==> src/rtl/sequencer.sv <==
// Byte-serial instruction sequencer: fetches 4-byte instructions (opcode, i1, i2, i3) from memory,
// drives the ALU/register-file controls for one EXEC cycle and an optional write-back cycle.
module sequencer #(
  parameter int unsigned w     = 8,
  parameter int unsigned sel_w = 4
) (
  input  logic         clk,
  input  logic         rst_n,
  output logic [w-1:0] mem_addr,
  output logic         mem_req,
  input  logic         mem_ack,
  input  logic [w-1:0] mem_data,
  output logic [w-1:0] i1,
  output logic [w-1:0] i2,
  output logic [w-1:0] i3,
  output logic [3:0]   alu_op,
  input  logic         alu_zero,
  output logic         reg_we,
  output logic         z_src,
  output logic         halted,
  output logic         illegal
);

  // The router uses the low sel_w bits of i1..i3 as register indices.
  if (sel_w == 0 || sel_w > w) begin : g_bad_sel_w
    $error("sequencer: sel_w must be in 1..w");
  end

  localparam logic [w-1:0] OpNop  = w'(8'h00);
  localparam logic [w-1:0] OpAdd  = w'(8'h01);
  localparam logic [w-1:0] OpSub  = w'(8'h02);
  localparam logic [w-1:0] OpAnd  = w'(8'h03);
  localparam logic [w-1:0] OpOr   = w'(8'h04);
  localparam logic [w-1:0] OpXor  = w'(8'h05);
  localparam logic [w-1:0] OpLdi  = w'(8'h06);
  localparam logic [w-1:0] OpJmp  = w'(8'h07);
  localparam logic [w-1:0] OpJz   = w'(8'h08);
  localparam logic [w-1:0] OpHalt = w'(8'hFF);

  typedef enum logic [2:0] {
    StFetchOp,
    StFetchI1,
    StFetchI2,
    StFetchI3,
    StExec,
    StWb,
    StHalt
  } state_e;

  state_e       state_q, state_d;
  logic [w-1:0] pc_q, pc_d;
  logic [w-1:0] opcode_q, opcode_d;
  logic [w-1:0] i1_q, i1_d;
  logic [w-1:0] i2_q, i2_d;
  logic [w-1:0] i3_q, i3_d;

  always_ff @(posedge clk or negedge rst_n) begin
    if (!rst_n) begin
      state_q  <= StFetchOp;
      pc_q     <= '0;
      opcode_q <= '0;
      i1_q     <= '0;
      i2_q     <= '0;
      i3_q     <= '0;
    end else begin
      state_q  <= state_d;
      pc_q     <= pc_d;
      opcode_q <= opcode_d;
      i1_q     <= i1_d;
      i2_q     <= i2_d;
      i3_q     <= i3_d;
    end
  end

  always_comb begin
    state_d  = state_q;
    pc_d     = pc_q;
    opcode_d = opcode_q;
    i1_d     = i1_q;
    i2_d     = i2_q;
    i3_d     = i3_q;
    mem_req  = 1'b0;
    alu_op   = 4'h0;
    reg_we   = 1'b0;
    z_src    = 1'b0;
    halted   = 1'b0;
    illegal  = 1'b0;

    case (state_q)
      StFetchOp, StFetchI1, StFetchI2, StFetchI3: begin
        // Gated by rst_n so the request cannot rise while reset is still held.
        mem_req = rst_n;
        if (mem_ack) begin
          pc_d = pc_q + 1'b1;
          case (state_q)
            StFetchOp: begin opcode_d = mem_data; state_d = StFetchI1; end
            StFetchI1: begin i1_d     = mem_data; state_d = StFetchI2; end
            StFetchI2: begin i2_d     = mem_data; state_d = StFetchI3; end
            default:   begin i3_d     = mem_data; state_d = StExec;    end
          endcase
        end
      end
      StExec: begin
        state_d = StFetchOp;
        case (opcode_q)
          OpAdd, OpSub, OpAnd, OpOr, OpXor: begin
            alu_op  = opcode_q[3:0];
            state_d = StWb;
          end
          OpLdi:  state_d = StWb;
          OpJmp:  pc_d = i1_q;
          OpJz: begin
            // Branch test is a SUB of the routed operands; only the zero flag matters.
            alu_op = 4'h2;
            if (alu_zero) pc_d = i1_q;
          end
          OpHalt: state_d = StHalt;
          OpNop:  ;
          default: illegal = 1'b1;
        endcase
      end
      StWb: begin
        reg_we  = 1'b1;
        z_src   = (opcode_q == OpLdi);
        state_d = StFetchOp;
      end
      StHalt: halted = 1'b1;
      default: state_d = StFetchOp;
    endcase
  end

  assign mem_addr = pc_q;
  assign i1       = i1_q;
  assign i2       = i2_q;
  assign i3       = i3_q;

endmodule
==> config.mk <==
export PLATFORM = sky130hd
export DESIGN_NAME = sequencer
export DESIGN_NICKNAME = d
export VERILOG_FILES = /design/src/rtl/sequencer.sv
export SDC_FILE = /design/constraint.sdc
export NUM_CORES = 1
export LEC_CHECK = 0
export CORE_MARGIN = 1.5
export CORE_UTILIZATION = 40
export DETAILED_ROUTE_END_ITERATION = 8
export GPL_TIMING_DRIVEN = 1
export PLACE_DENSITY = 0.72
export SKIP_LAST_GASP = 1
export SLEW_MARGIN = 20
export SYNTH_ARGS = -nofsm -noshare
export SYNTH_HDL_FRONTEND = slang
export SYNTH_SLANG_ARGS = --single-unit
==> constraint.sdc <==
create_clock -name clk -period 2.5 [get_ports clk]
set_input_delay 0.5 -clock clk [delete_from_list [all_inputs] [get_ports clk]]
set_output_delay 0.5 -clock clk [all_outputs]
set_load 0.01 [all_outputs]
Yosys cells after proc, flatten, opt, wreduce, memory -nomap -nowiden
Index checks and enable logic that the tools add are counted.
{ "word_totals": {"reg_bits": 43, "input_bits": 12} }
{ "classes": {"add_sub_neg": 1, "eq_ne": 18, "n_mux": 16, "bitwise_logic": 2, "n_reduce_logical": 14} }
{ "op_table": {"columns": ["operator", "count"], "rows": [
  ["$eq A8 B3 Y1 const B", 4],
  ["$pmux W8 S2", 2],
  ["$pmux W3 S3", 2],
  ["$eq A8 B2 Y1 const B", 2],
  ["$mux W8", 2],
  ["$reduce_and A3 Y1", 4],
  ["$reduce_or A10 Y1", 1],
  ["$eq A3 B3 Y1 const B", 3],
  ["$add A8 B1 Y8 const B", 1],
  ["$eq A8 B1 Y1 const B", 1],
  ["$eq A8 B4 Y1 const B", 1],
  ["$eq A8 B8 Y1 const B", 1],
  ["$logic_not A8 Y1", 1],
  ["$pmux W4 S2", 1],
  ["$eq A3 B2 Y1 const B", 2],
  ["$mux W1", 6],
  ["$pmux W3 S2", 1],
  ["$reduce_or A6 Y1", 1],
  ["$reduce_or A5 Y1", 1],
  ["$mux W4", 1],
  ["$reduce_and A4 Y1", 1],
  ["$reduce_or A4 Y1", 1],
  ["$eq A3 B1 Y1 const B", 1],
  ["$logic_not A3 Y1", 1],
  ["8 further kinds", 9]
]} }

Logic depth before layout (Yosys ltp)
Gate-level depths: netlist of the first run.
{ "depth": {"ltp_word": 4, "ltp_mapped": 6, "ltp_nobuf": 5} }

Worst setup path after synthesis of the first run
No wires, ideal clock.
{ "synth_timing": {"kind": "flip-flop to output port", "start": "reg opcode_q[5]", "end": "out alu_op[2]", "arrival_ns": 1.708, "slack_ns": 0.292, "stages_incl_launch_ff": 5, "path_cell_list": "dfrtp_1 -> or4_4 -> or2_1 -> buf_6 -> nor4b_1"} }
{ "synth_via": {"elab_chain_len": 4} }
{ "synth_rtl": {"columns": ["element", "line", "rtl"], "rows": [
  ["from (decl)", "52", "logic [w-1:0] opcode_q, opcode_d;"],
  ["from (signal assigned)", "68", "opcode_q <= opcode_d;"],
  ["$eq A8 B1 Y1, or another cell as far along", "105", "case (opcode_q)"],
  ["$reduce_or A5 Y1", "105", null],
  ["$pmux W4 S2 *", "105", null],
  ["$mux W4 *", "89", "case (state_q)"],
  ["to (decl)", "16", "output logic [3:0] alu_op,"]
]} }
Every way passes the cells marked *; elsewhere a longest branch is shown, timed or not.

Worst setup path after layout of the first run
{ "layout_timing": {"start": "reg opcode_q[5]", "end": "out alu_op[0]"} }
The elaborated chain is that of the path after synthesis.

==> impl_metrics.yaml, run 1 <==
outcome:
  status: "finished clean"
clock_tree:
  clkLatencyLatePin_ns: 0.30
  cts_tree: "done"
  clk_pin_slew_ns: 0.08
  cts_inserted_buffers: 5
  cts_buffer_depth: 2
  cts_htree_levels: 2
  cts_root_buf: "clkbuf_8"
  cts_num_sinks: 43
critical_path:
  crit_buf_inv: 1
  required_ns: 2.00
  reg2reg_setup_slack_ns: 0.48
  crit_path_cell_trace: "or4_4 -> or2_4 -> nor3_2 -> clkdlybuf4s15_1"
  endpoint_kind: "output pin"
  path_max_fanout: 4
  critPathKind: "reg -> out"
  crit_arrival_ns: 1.94
  cp_slowest_cell: "or4_4"
  slowest_delay_ns: 0.55
  worst_setup_path_start_kind: "register"
  crit_family: "simple AND/OR/NAND/NOR gates"
placement:
  post-place-cells: 302
  dp_hpwl_um: 3420
  port_buffers: 51
  dp_slack_ns: -0.0359
  routabilityCongestion: 0.835
  place_area_um2: 2690
yosys:
  synth_top_family_by_area: "multiplexers"
  ys_ff_latch: 43
  synth.top_cell.area_share: 0.531
  synth_xor_area_frac: 0
  synth_common_cells: "dfrtp_1 (43), mux2_2 (30), nand2_1 (15)"
  synth_edf_count: 0
  synthArstFlopShare: 1.00
  postSynthCellCount: 177
  synth_adder_area_share: 0.00617
  synth_top_area_cell: "dfrtp_1"
  yosysSeqAreaShare: 0.531
  syn_area_um2: 2030
  synthTopCellsByArea: "dfrtp_1 (53%), mux2_2 (17%), nand2_1 (2.8%)"
  synth_compound_area_frac: 0.0944
  syn_avg_cell_area_um2: 11.5
  synth_most_common_cell: "dfrtp_1"
  yosys_warnings: 0
  synth_cell_types: 38
  ys.flop_type: "dfrtp_1"
  syn_nets: 190
  yosys-mux-area-fraction: 0.179
  synth-simple-area-share: 0.156
power_and_ir_drop:
  finalPower_mw: 3.54
  p_leak_nw: 1.14
  irDropWorstVdd_v: 0.000656
  p_per_area_nw_per_um2: 1270
die:
  io_pins: 53
  die_h_um: 74.2
  placementRows: 25
  die-area_um2: 5500
  core_area_um2: 4820
  initial_core_util: 0.421
  fp.dieW_um: 74.2
timing:
  finalHoldViolCount: 0
  finClkSkew_ns: 0.00328
  fmax_mhz: 409
  fin_crit_ns: 2.44
  maxSlewViolCount: 0
  whs_ns: 0.307
  post-route-period-util: 0.977
  slew-limit-headroom: 0.645
  worstMarginPinSlew_ns: 0.533
  setup_ws_ns: 0.0570
  setup_viol: 0
final_layout:
  final_cells: 310
  fin_area_um2: 2790
  drive_above_1_share: 0.276
  nNetsFinal: 255
  diodes: 0
  syn_to_final_growth_pct: 37.7
  fill_cells: 432
global_routing:
  grt_usage: 0.192
  grt_max_degree: 44
  antenna_found_initial: 0
  grt_pass1_vias: 1594
  grt_first_pass_wirelength_um: 7690
  grt_overflow: 0
routing:
  routedWlPerCell_um: 15.3
  wirelength_um: 4740
  post-route-drc-count: 0
  dr.pass1.iters: 4
  drtIter0Drc: 85
  via_per_inst: 5.18
  via_count: 1607
  postRouteAntennaNets: 0
worst_hold_path:
  worstHoldPathType: "in -> async"
job:
  max-cap-violations: 0
-- report_power, final --
| part | leakage (nW) | total [mW] | switching (mW) | internal (mW) |
|---|---|---|---|---|
| Combinational | 0.589 | 1.71 | 0.695 | 1.01 |
| Clock | 0.0474 | 0.477 | 0.251 | 0.225 |
| Sequential | 0.509 | 1.36 | 0.311 | 1.05 |
-- routing by layer --
layer  GRT usage  wire length, um  up-vias
li1            -                -      766
met1       0.245             2110      778
met2       0.312             2290       52
met3      0.0569              257       11
met4      0.0679               88        0
met5           0                0        -
-- worst paths after layout --
check                      depth (start not counted)   startpoint          end
setup / recovery                                   4  opcode_q[5]    alu_op[0]
min in group clk                                   1        i2[4]        i2[4]
max in group asynchronous                          2        rst_n        i2[7]
hold / removal                                     2        rst_n        i1[5]
setup reg to reg                                   5  opcode_q[5]  mem_addr[1]
hold reg to reg                                    1        i2[4]        i2[4]
-- cells by family (layout without fill, tap and decap cells) --
logic type	count (synthesis)	after routing
other	1	1
adder cells (fa/ha/maj)	1	1
multiplexers	32	32
AO/OA/AOI/OAI	29	29
flip-flops	43	43
buffers and inverters	13	79
AND/OR/NAND/NOR	58	58
-- layout make-up --
class                           count  area, um2  area share
Clock buffer                        6       82.6      0.0296
Timing Repair Buffer               67        617       0.221
Clock inverter                      2       16.3     0.00583
Tap cell                           67       83.8      0.0300
Inverter                            4       15.0     0.00538
Sequential cell                    43       1080       0.386
Multi-Input combinational cell    121        900       0.322
-- through the flow --
stage	utilization	setup TNS, ns
floorplan	-	0
global placement	0.558	-0.00473
finish	0.579	0
detailed placement	0.558	-0.0432
CTS	0.577	-0.150
global route	0.579	-0.00137
-- state kept, by name, indices dropped and copies added, names as in the netlist --
name,count
i1,8
i2,8
i3,8
mem_addr,8
opcode_q,8
state_q,3
-- repair_timing --
item,in CTS,in global routing
hold buffers,0,0
buffers inserted,0,0
setup endpoints to repair,5,2
cloned,0,0
resized for setup,5,6
-- placed cells by master, fill, tap and decap left out, types with 2 or more instances in the layout --
master	Yosys	routed
o21ai_0	7	7
nor4b_1	3	2
clkdlybuf4s50_1	0	45
a21oi_1	9	9
nand2b_1	2	2
dfrtp_1	43	43
nor3b_1	2	2
and2_1	2	2
inv_1	4	4
nor2b_1	3	3
dlygate4sd2_1	0	3
o22ai_1	5	5
nand3_1	6	6
buf_4	2	16
nor3_1	10	9
clkbuf_8	0	6
mux2_2	30	30
nand2_1	15	15
nor2_1	7	7
nor3_2	2	3
(Power assumes the default switching activity.)
==> run 2: changes to the inputs <==
- CTS_CLUSTER_SIZE: unset -> 8
- GPL_TIMING_DRIVEN: 1 -> 0
- RECOVER_POWER: unset -> 50
==> impl_metrics.yaml, run 2 (synthesis gave the netlist of run 1 again) <==
clock_tree:
  clk_pin_slew_ns: 0.09
  cts_root_buf: "clkbuf_8"
  cts_inserted_buffers: 5
  cts_num_sinks: 43
  cts_buffer_depth: 2
  cts_htree_levels: 2
  cts-hold-fix-buffers: 0
  clkLatencyLatePin_ns: 0.29
  cts_tree: "done"
power_and_ir_drop:
  p_per_area_nw_per_um2: 1240
  p_sw_frac: 0.364
  combPwrFrac: 0.459
  irDropWorstVdd_v: 0.000670
  power.internal_mw: 2.14
  p_sw_mw: 1.23
  power_frac_clock: 0.135
  seq_power_share: 0.405
  p_leak_nw: 1.10
critical_path:
  crit_arrival_ns: 2.00
  startpoint: "opcode_q[7]"
  required_ns: 2.00
  critPathKind: "reg -> out"
  reg2reg_setup_slack_ns: 0.37
  worst_setup_path_start_kind: "register"
  path_max_fanout: 6
  endpoint_kind: "output pin"
  r2r-start: "state_q[2]"
die:
  placementRows: 25
  fp.dieW_um: 74.2
  initial_core_util: 0.421
  io_pins: 53
  die-area_um2: 5500
  core_area_um2: 4820
  die_h_um: 74.2
timing:
  fmax_mhz: 400
  whs_ns: 0.156
  setup_ws_ns: -0.000736
  maxSlewViolCount: 0
  rsz0062_at_grt: "true"
  post-route-period-util: 1.00
  slew-limit-headroom: 0.205
  worstMarginPinSlew_ns: 1.19
  fin_crit_ns: 2.50
  finClkSkew_ns: 0.00519
  finalHoldViolCount: 0
  setup_viol: 1
global_routing:
  grt_first_pass_wirelength_um: 7510
  grt_overflow: 0
  antenna_found_initial: 0
  grt_usage: 0.184
  grt_max_degree: 24
  grt_pass1_vias: 1556
routing:
  postRouteAntennaNets: 0
  via_per_inst: 5.17
  drtIter0Drc: 63
  dr.pass1.iters: 4
  wirelength_um: 4530
  via_count: 1572
  post-route-drc-count: 0
  routedWlPerCell_um: 14.9
worst_hold_path:
  worstHoldPathType: "in -> async"
placement:
  port_buffers: 51
  post-place-cells: 296
  dp_hpwl_um: 3310
  routabilityCongestion: 0.811
  dp_slack_ns: -0.179
job:
  max-cap-violations: 0
final_layout:
  nNetsFinal: 249
  seq_area_um2: 1080
  multi_input_area_um2: 906
  final_cells: 304
  final_cell_mix: "dfrtp_1 (42), mux2_2 (30), clkdlybuf4s50_1 (27), dlygate4sd3_1 (18), nand2_1 (15)"
  fill_cells: 427
  diodes: 0
  drive_above_1_share: 0.245
  syn_to_final_growth_pct: 34.3
  final_common_cell: "dfrtp_1"
outcome:
  violations: "negative setup slack"
  status: "finished, violations left"
==> run 2: cell count changes in the layout (fill, tap and decap cells not counted), sizes merged, moves of 3 or more <==
cell           change
clkdlybuf4s50     -18
buf                -8
clkbuf             +3
dlygate4sd3       +18
==> run 2: stage by stage <==
stage / power (mW) / area [um2] / setup TNS, ns / util
floorplan: 2.20 / 2030 / 0 / -
finish: 3.37 / 2720 / -0.000736 / 0.565
global route: 3.61 / 2720 / -0.0636 / 0.565
detailed placement: 2.98 / 2640 / -0.518 / 0.549
CTS: 3.45 / 2740 / -0.0495 / 0.568
global placement: 2.94 / 2620 / -12.46 / 0.544
==> run 2: cell type report <==
type                    count  area share
multi-input cells         121       0.333
plain buffers               7      0.0152
well taps                  67      0.0308
flip-flops and latches     43       0.396
clock buffers               5      0.0253
inverters                   4     0.00551
repair buffers             54       0.186
clock inverters             3     0.00873
==> run 2: metal layers <==
layer	GRT usage	routed length (um)	vias up
met1	0.242	2050	770
met5	0	0	-
met3	0.0474	251	4
met2	0.298	2180	40
met4	0.0576	45	0
li1	-	-	758
==> run 2: worst paths after layout <==
path                                    end  cells after the start
min in group clk                      i3[0]                      1
worst max register to register        i2[0]                      5
worst min register to register        i3[0]                      1
worst max-delay path              alu_op[2]                      5
max in group asynchronous       mem_addr[3]                      2
worst min-delay path                  i2[6]                      1
==> run 2: worst max-delay path: stages, from the launching register on <==
cell and delay, ns:
dfrtp_1 0.40, or4_4 0.56, or2_1 0.23, buf_6 0.14
nor4b_4 0.20, buf_2 0.17
==> run 2: power groups by stage <==
stage | sequential [mW] | clock [mW] | combinational [mW]
2_1_floorplan | 1.41 | 0 | 0.788
3_3_place_gp | 1.32 | 0 | 1.61
3_5_place_dp | 1.34 | 0 | 1.65
4_1_cts | 1.32 | 0.466 | 1.66
5_1_grt | 1.43 | 0.491 | 1.69
6_report | 1.37 | 0.456 | 1.55
==> run 2: what timing repair did <==
action	CTS	global route
endpoints found under the setup margin	5	3
pin swaps	0	2
hold endpoints to repair	0	0
buffers inserted	0	2
resized for setup	16	3
==> run 3: changes to the inputs <==
- HOLD_SLACK_MARGIN: unset -> 0.08
==> results of run 3 <==
The final DEF is identical to that of run 2; final timing and power are the same.
